$ cat config.mk
export PLATFORM = sky130hd
export DESIGN_NAME = board_io_core
export DESIGN_NICKNAME = d
export VERILOG_FILES = /design/src/rtl/board_io_core.sv
export SDC_FILE = /design/constraint.sdc
export NUM_CORES = 1
export LEC_CHECK = 0
export BUFFER_PORTS_ARGS = -buffer_cell sky130_fd_sc_hd__buf_2
export CAP_MARGIN = 20
export CORE_ASPECT_RATIO = 1.75
export CORE_MARGIN = 5
export CORE_UTILIZATION = 52
export CTS_CLUSTER_DIAMETER = 200
export CTS_CLUSTER_SIZE = 30
export DETAILED_ROUTE_END_ITERATION = 8
export PLACE_DENSITY = 0.73
export SLEW_MARGIN = 25
export SYNTH_ARGS = -nofsm -noshare
export SYNTH_HDL_FRONTEND = slang
export SYNTH_SLANG_ARGS = --single-unit
$ cat constraint.sdc
create_clock -name clk -period 6 [get_ports clk]
set_clock_uncertainty 0.15 [all_clocks]
set_input_delay 0.3 -clock clk [delete_from_list [all_inputs] [get_ports clk]]
set_output_delay 0.3 -clock clk [all_outputs]
set_load 0.01 [all_outputs]
$ cat src/rtl/board_io_core.sv
// -----------------------------------------------------------------------------
// board_io_core
//   Board-level I/O helper that sits beside the VGA and 7-segment logic.
//   It contains three independent functions:
//     * LED bank: an 8-bit one-hot pattern rotates left every LED_PERIOD clocks
//       and is shown on ledr[15:8]. The switches are mirrored on ledr[7:0].
//     * A combinational 4:1 single-bit multiplexer, y = a[s].
//     * A PS/2 keyboard receiver. It checks each 11-bit frame and queues
//       valid scan codes in an 8-slot FIFO, of which 7 slots are usable.
//
// Ports
//   clk          system clock; all state changes on the rising edge
//   rst          synchronous, active-high reset
//   sw[7:0]      board switches
//   ledr[15:8]   rotating pattern
//   ledr[7:0]    switch mirror
//   a[3:0]       mux data inputs
//   s[1:0]       mux select
//   y            mux output
//   ps2_clk      raw keyboard clock, asynchronous to clk
//   ps2_data     raw keyboard data
//   nextdata_n   active-low pop request; pops once per cycle while low
//   kbd_data     scan code at the FIFO head (don't-care when empty)
//   kbd_ready    FIFO is not empty
//   kbd_overflow sticky: a valid frame was dropped because the FIFO was full
// -----------------------------------------------------------------------------
module board_io_core #(
  parameter int unsigned LED_PERIOD = 5000000
) (
  input  logic        clk,
  input  logic        rst,
  input  logic [7:0]  sw,
  output logic [15:0] ledr,
  input  logic [3:0]  a,
  input  logic [1:0]  s,
  output logic        y,
  input  logic        ps2_clk,
  input  logic        ps2_data,
  input  logic        nextdata_n,
  output logic [7:0]  kbd_data,
  output logic        kbd_ready,
  output logic        kbd_overflow
);

  // ---------------------------------------------------------------------------
  // LED section
  // ---------------------------------------------------------------------------
  localparam logic [31:0] LED_LAST = 32'(LED_PERIOD - 1);

  logic [31:0] led_cnt;
  logic [7:0]  led_pat;

  // NOTE: sequential state uses non-blocking assignments, so every flop
  // samples pre-edge values no matter how the blocks are ordered.
  always_ff @(posedge clk) begin
    if (rst) begin
      led_cnt <= '0;
      led_pat <= 8'h01;
    end else if (led_cnt == LED_LAST) begin
      led_cnt <= '0;
      led_pat <= {led_pat[6:0], led_pat[7]};
    end else begin
      led_cnt <= led_cnt + 32'd1;
    end
  end

  assign ledr = {led_pat, sw};

  // ---------------------------------------------------------------------------
  // Mux section
  // ---------------------------------------------------------------------------
  assign y = a[s];

  // ---------------------------------------------------------------------------
  // PS/2 receiver
  // ---------------------------------------------------------------------------
  logic [2:0]  ps2_sync;   // [0] newest, [2] oldest
  logic        ps2_strobe;
  logic [3:0]  bit_cnt;
  logic [10:0] frame_buf;
  logic        frame_done;
  logic        frame_ok;

  always_ff @(posedge clk) begin
    if (rst) ps2_sync <= '0;
    else     ps2_sync <= {ps2_sync[1:0], ps2_clk};
  end

  // Falling edge of the synchronized PS/2 clock.
  assign ps2_strobe = ps2_sync[2] & ~ps2_sync[1];

  // On the 11th strobe, the live ps2_data is the stop bit. Odd parity means
  // the XOR over the data and parity bits is 1.
  assign frame_done = ps2_strobe && (bit_cnt == 4'd10);
  assign frame_ok   = frame_done && !frame_buf[0] && ps2_data && (^frame_buf[9:1]);

  always_ff @(posedge clk) begin
    if (rst) begin
      bit_cnt   <= '0;
      frame_buf <= '0;
    end else if (ps2_strobe) begin
      if (bit_cnt == 4'd10) begin
        bit_cnt <= '0;
      end else begin
        frame_buf[bit_cnt] <= ps2_data;
        bit_cnt            <= bit_cnt + 4'd1;
      end
    end
  end

  // ---------------------------------------------------------------------------
  // Scan-code FIFO. One slot stays empty so that full and empty can be told
  // apart.
  // ---------------------------------------------------------------------------
  logic [7:0] fifo_mem [8];
  logic [2:0] w_ptr;
  logic [2:0] r_ptr;
  logic       fifo_full;
  logic       do_pop;
  logic       do_push;
  logic       push_drop;

  assign fifo_full = (3'(w_ptr + 3'd1) == r_ptr);
  assign kbd_ready = (w_ptr != r_ptr);
  assign kbd_data  = fifo_mem[r_ptr];
  assign do_pop    = kbd_ready && !nextdata_n;
  assign do_push   = frame_ok && !fifo_full;   // full test uses pre-cycle pointers
  assign push_drop = frame_ok && fifo_full;

  // NOTE: storage is deliberately left without reset. The pointers define
  // which entries are valid, so clearing the array would only add logic.
  always_ff @(posedge clk) begin
    if (do_push) fifo_mem[w_ptr] <= frame_buf[8:1];
  end

  always_ff @(posedge clk) begin
    if (rst) begin
      w_ptr        <= '0;
      r_ptr        <= '0;
      kbd_overflow <= 1'b0;
    end else begin
      if (do_push) w_ptr <= w_ptr + 3'd1;
      if (do_pop)  r_ptr <= r_ptr + 3'd1;
      // A drop in the same cycle as a pop keeps the flag set.
      if (push_drop)   kbd_overflow <= 1'b1;
      else if (do_pop) kbd_overflow <= 1'b0;
    end
  end

endmodule

==> impl_metrics.yaml <==
drt:
  first_pass_iters: 4
  drc_errors: 0
  ant_nets: 0
  post_drt_wl_per_cell_um: 17.6
  wl_um: 11300
  drtIter0Drc: 190
  num_vias: 3687
  via_per_inst: 5.75
timing:
  finalSetupViolations: 0
  fmax_mhz: 328
  timing.final.crit_share: 0.508
  hold_viol: 0
  grt_setup_unrepaired: "no"
  finalSetupTns_ns: 0
  tightest_slew_ns: 0.888
  maxSlewViolCount: 0
  fin_crit_ns: 3.05
  relSlewSlack: 0.406
  hold_ws_ns: 0.124
pwr:
  power_mw: 2.00
  leakagePower_nw: 2.27
  powerDensity_nw_per_um2: 310
  ir_drop_uv: 232
setup_path:
  required_ns: 5.89
  critPathMaxFanout: 10
  start_kind: "flip-flop"
  worstPathArrival_ns: 2.93
  path_class: "reg -> reg"
  end_kind: "flip-flop"
  crit_chain: "xor2_1 -> xnor3_1 -> xnor2_1 -> or3_1 -> nor2_1"
  crit_slowest_cell: "nor2_1"
  critPathMaxStageDelay_ns: 0.70
cts:
  cts.sink_count: 131
  cts.clk_slew.worst_paths_ns: 0.06
  htree_levels: 4
  cts_tree: "yes"
  clockRootBuffer: "clkbuf_16"
  insertion_delay_ns: 0.41
  numCtsBuffers: 17
  clk_path_buf_depth: 2
  cts_setup_buffers: 0
placement:
  gp_congestion: 0.787
  port_buffers: 29
  dp_cells: 608
  dpl_cell_area_um2: 5840
  hpwl_um: 7620
yosys:
  synth_seq_cells: 131
  postSynthAreaPerCell_um2: 11.9
  synthesis.instances: 479
  async_flop_share: 0
  synth_edf_count: 64
  synth_area_um2: 5700
  synth.largest_area_cell: "edfxtp_1"
  synth-main-ff-cell: "dfxtp_1"
  yosysSeqAreaShare: 0.573
  yosys.area.top_type_share: 0.337
  yosysWarnings: 0
  yosys-top-cells-area: "edfxtp_1 (34%), dfxtp_1 (24%), mux4_2 (6.7%), xnor2_1 (3.5%), nor2_1 (3.3%)"
  syn_nets: 501
  ys_types: 52
global_routing:
  grt_pass1_vias: 3777
  overflow: 0
  grt_first_pass_wirelength_um: 18500
  gr-usage-all-layers: 0.183
  antenna_found_initial: 0
  grt_max_degree: 43
cells_and_area:
  antenna_cells: 0
  final_cell_mix: "dfxtp_1 (66), edfxtp_1 (64), nor2_1 (50)"
  mostFrequentLayoutCell: "dfxtp_1"
  fin_area_um2: 6450
  final_cells: 641
  drive_gt1_frac: 0.190
  area_delta_synth_final_pct: 13.2
  nNetsFinal: 520
floorplan:
  dieHeight_um: 148
  start_util: 0.532
  io_pins: 46
  floorplan.rows: 50
  die_width_um: 89.1
  core_um2: 10700
  fp.dieArea_um2: 13200
outcome:
  status: "complete, no violations"
run:
  max-cap-violations: 0
hold_path:
  min-delay-path-class: "in -> reg"
[per-layer routing]
| metal | share of wire | routed length [µm] | vias up | GRT usage |
|---|---|---|---|---|
| met5 | 0 | 0 | - | 0 |
| met4 | 0.012 | 140 | 0 | 0.0633 |
| met3 | 0.040 | 446 | 10 | 0.0466 |
| met2 | 0.57 | 6460 | 85 | 0.335 |
| met1 | 0.37 | 4220 | 1801 | 0.199 |
| li1 | - | - | 1791 | - |
[cell usage after synthesis (11+ instances only)]
cell type / number
nor2_1: 50
mux4_2: 17
clkbuf_1: 17
nand3_1: 24
nand2_1: 34
nor3_1: 11
edfxtp_1: 64
dfxtp_1: 67
a21oi_1: 18
nor4_1: 15
xor2_1: 14
xnor2_1: 23
o21ai_0: 12
[final timing paths]
| check | from | endpoint | slack [ns] | depth (start not counted) |
|---|---|---|---|---|
| worst min-delay path | ps2_data | frame_buf[8] | 0.12 | 3 |
| worst max register to register | frame_buf[5] | fifo_mem[4][7] | 2.95 | 5 |
| worst min register to register | ps2_sync[0] | ps2_sync[1] | 0.29 | 1 |
| worst max-delay path | frame_buf[5] | fifo_mem[4][7] | 2.95 | 5 |
[area by class of cell]
class | count | area (µm²)
clock buffer | 17 | 425
clock inverter | 15 | 173
fill | 843 | 4250
inverter | 5 | 18.8
multi-input combinational | 310 | 2230
sequential | 131 | 3260
tap | 130 | 163
timing repair buffer | 33 | 178
[report_power, final]
part,internal [mW],total (mW),switching [mW]
sequential,0.935,0.942,0.00749
clock,0.623,1.03,0.408
combinational,0.0107,0.0254,0.0147
[through the flow]
stage / util / worst slack (ns)
3_3_place_gp: 0.546 / 3.07
4_1_cts: 0.603 / 2.91
5_1_grt: 0.603 / 2.75
2_1_floorplan: - / 3.23
6_report: 0.603 / 2.95
3_5_place_dp: 0.546 / 2.96
[state kept, by name, summed over array words and instances (netlist names), named ones only]
signal        count
frame_buf        10
fifo_mem         64
led_cnt          32
w_ptr             3
ps2_sync          3
bit_cnt           4
kbd_overflow      1
r_ptr             3
led_pat           8
[timing repair]
item,4_1_cts,5_1_grt
resized for setup,0,0
hold buffers,1,0
hold endpoints to repair,1,0
[critical path: cells and delay by family (launching register included)]
family	cells	cell delay (ns)
XOR/XNOR	3	0.86
flip-flops	1	0.51
AND/OR/NAND/NOR	2	1.14
[kinds of logic after synthesis]
group                    synth area share
AND/OR/NAND/NOR                     0.178
AO/OA/AOI/OAI                      0.0428
XOR/XNOR                           0.0650
flip-flops                          0.573
buffers and inverters              0.0360
multiplexers                       0.0989
adder cells (fa/ha/maj)           0.00659
No activity file was read; power rests on OpenSTA's default activity.
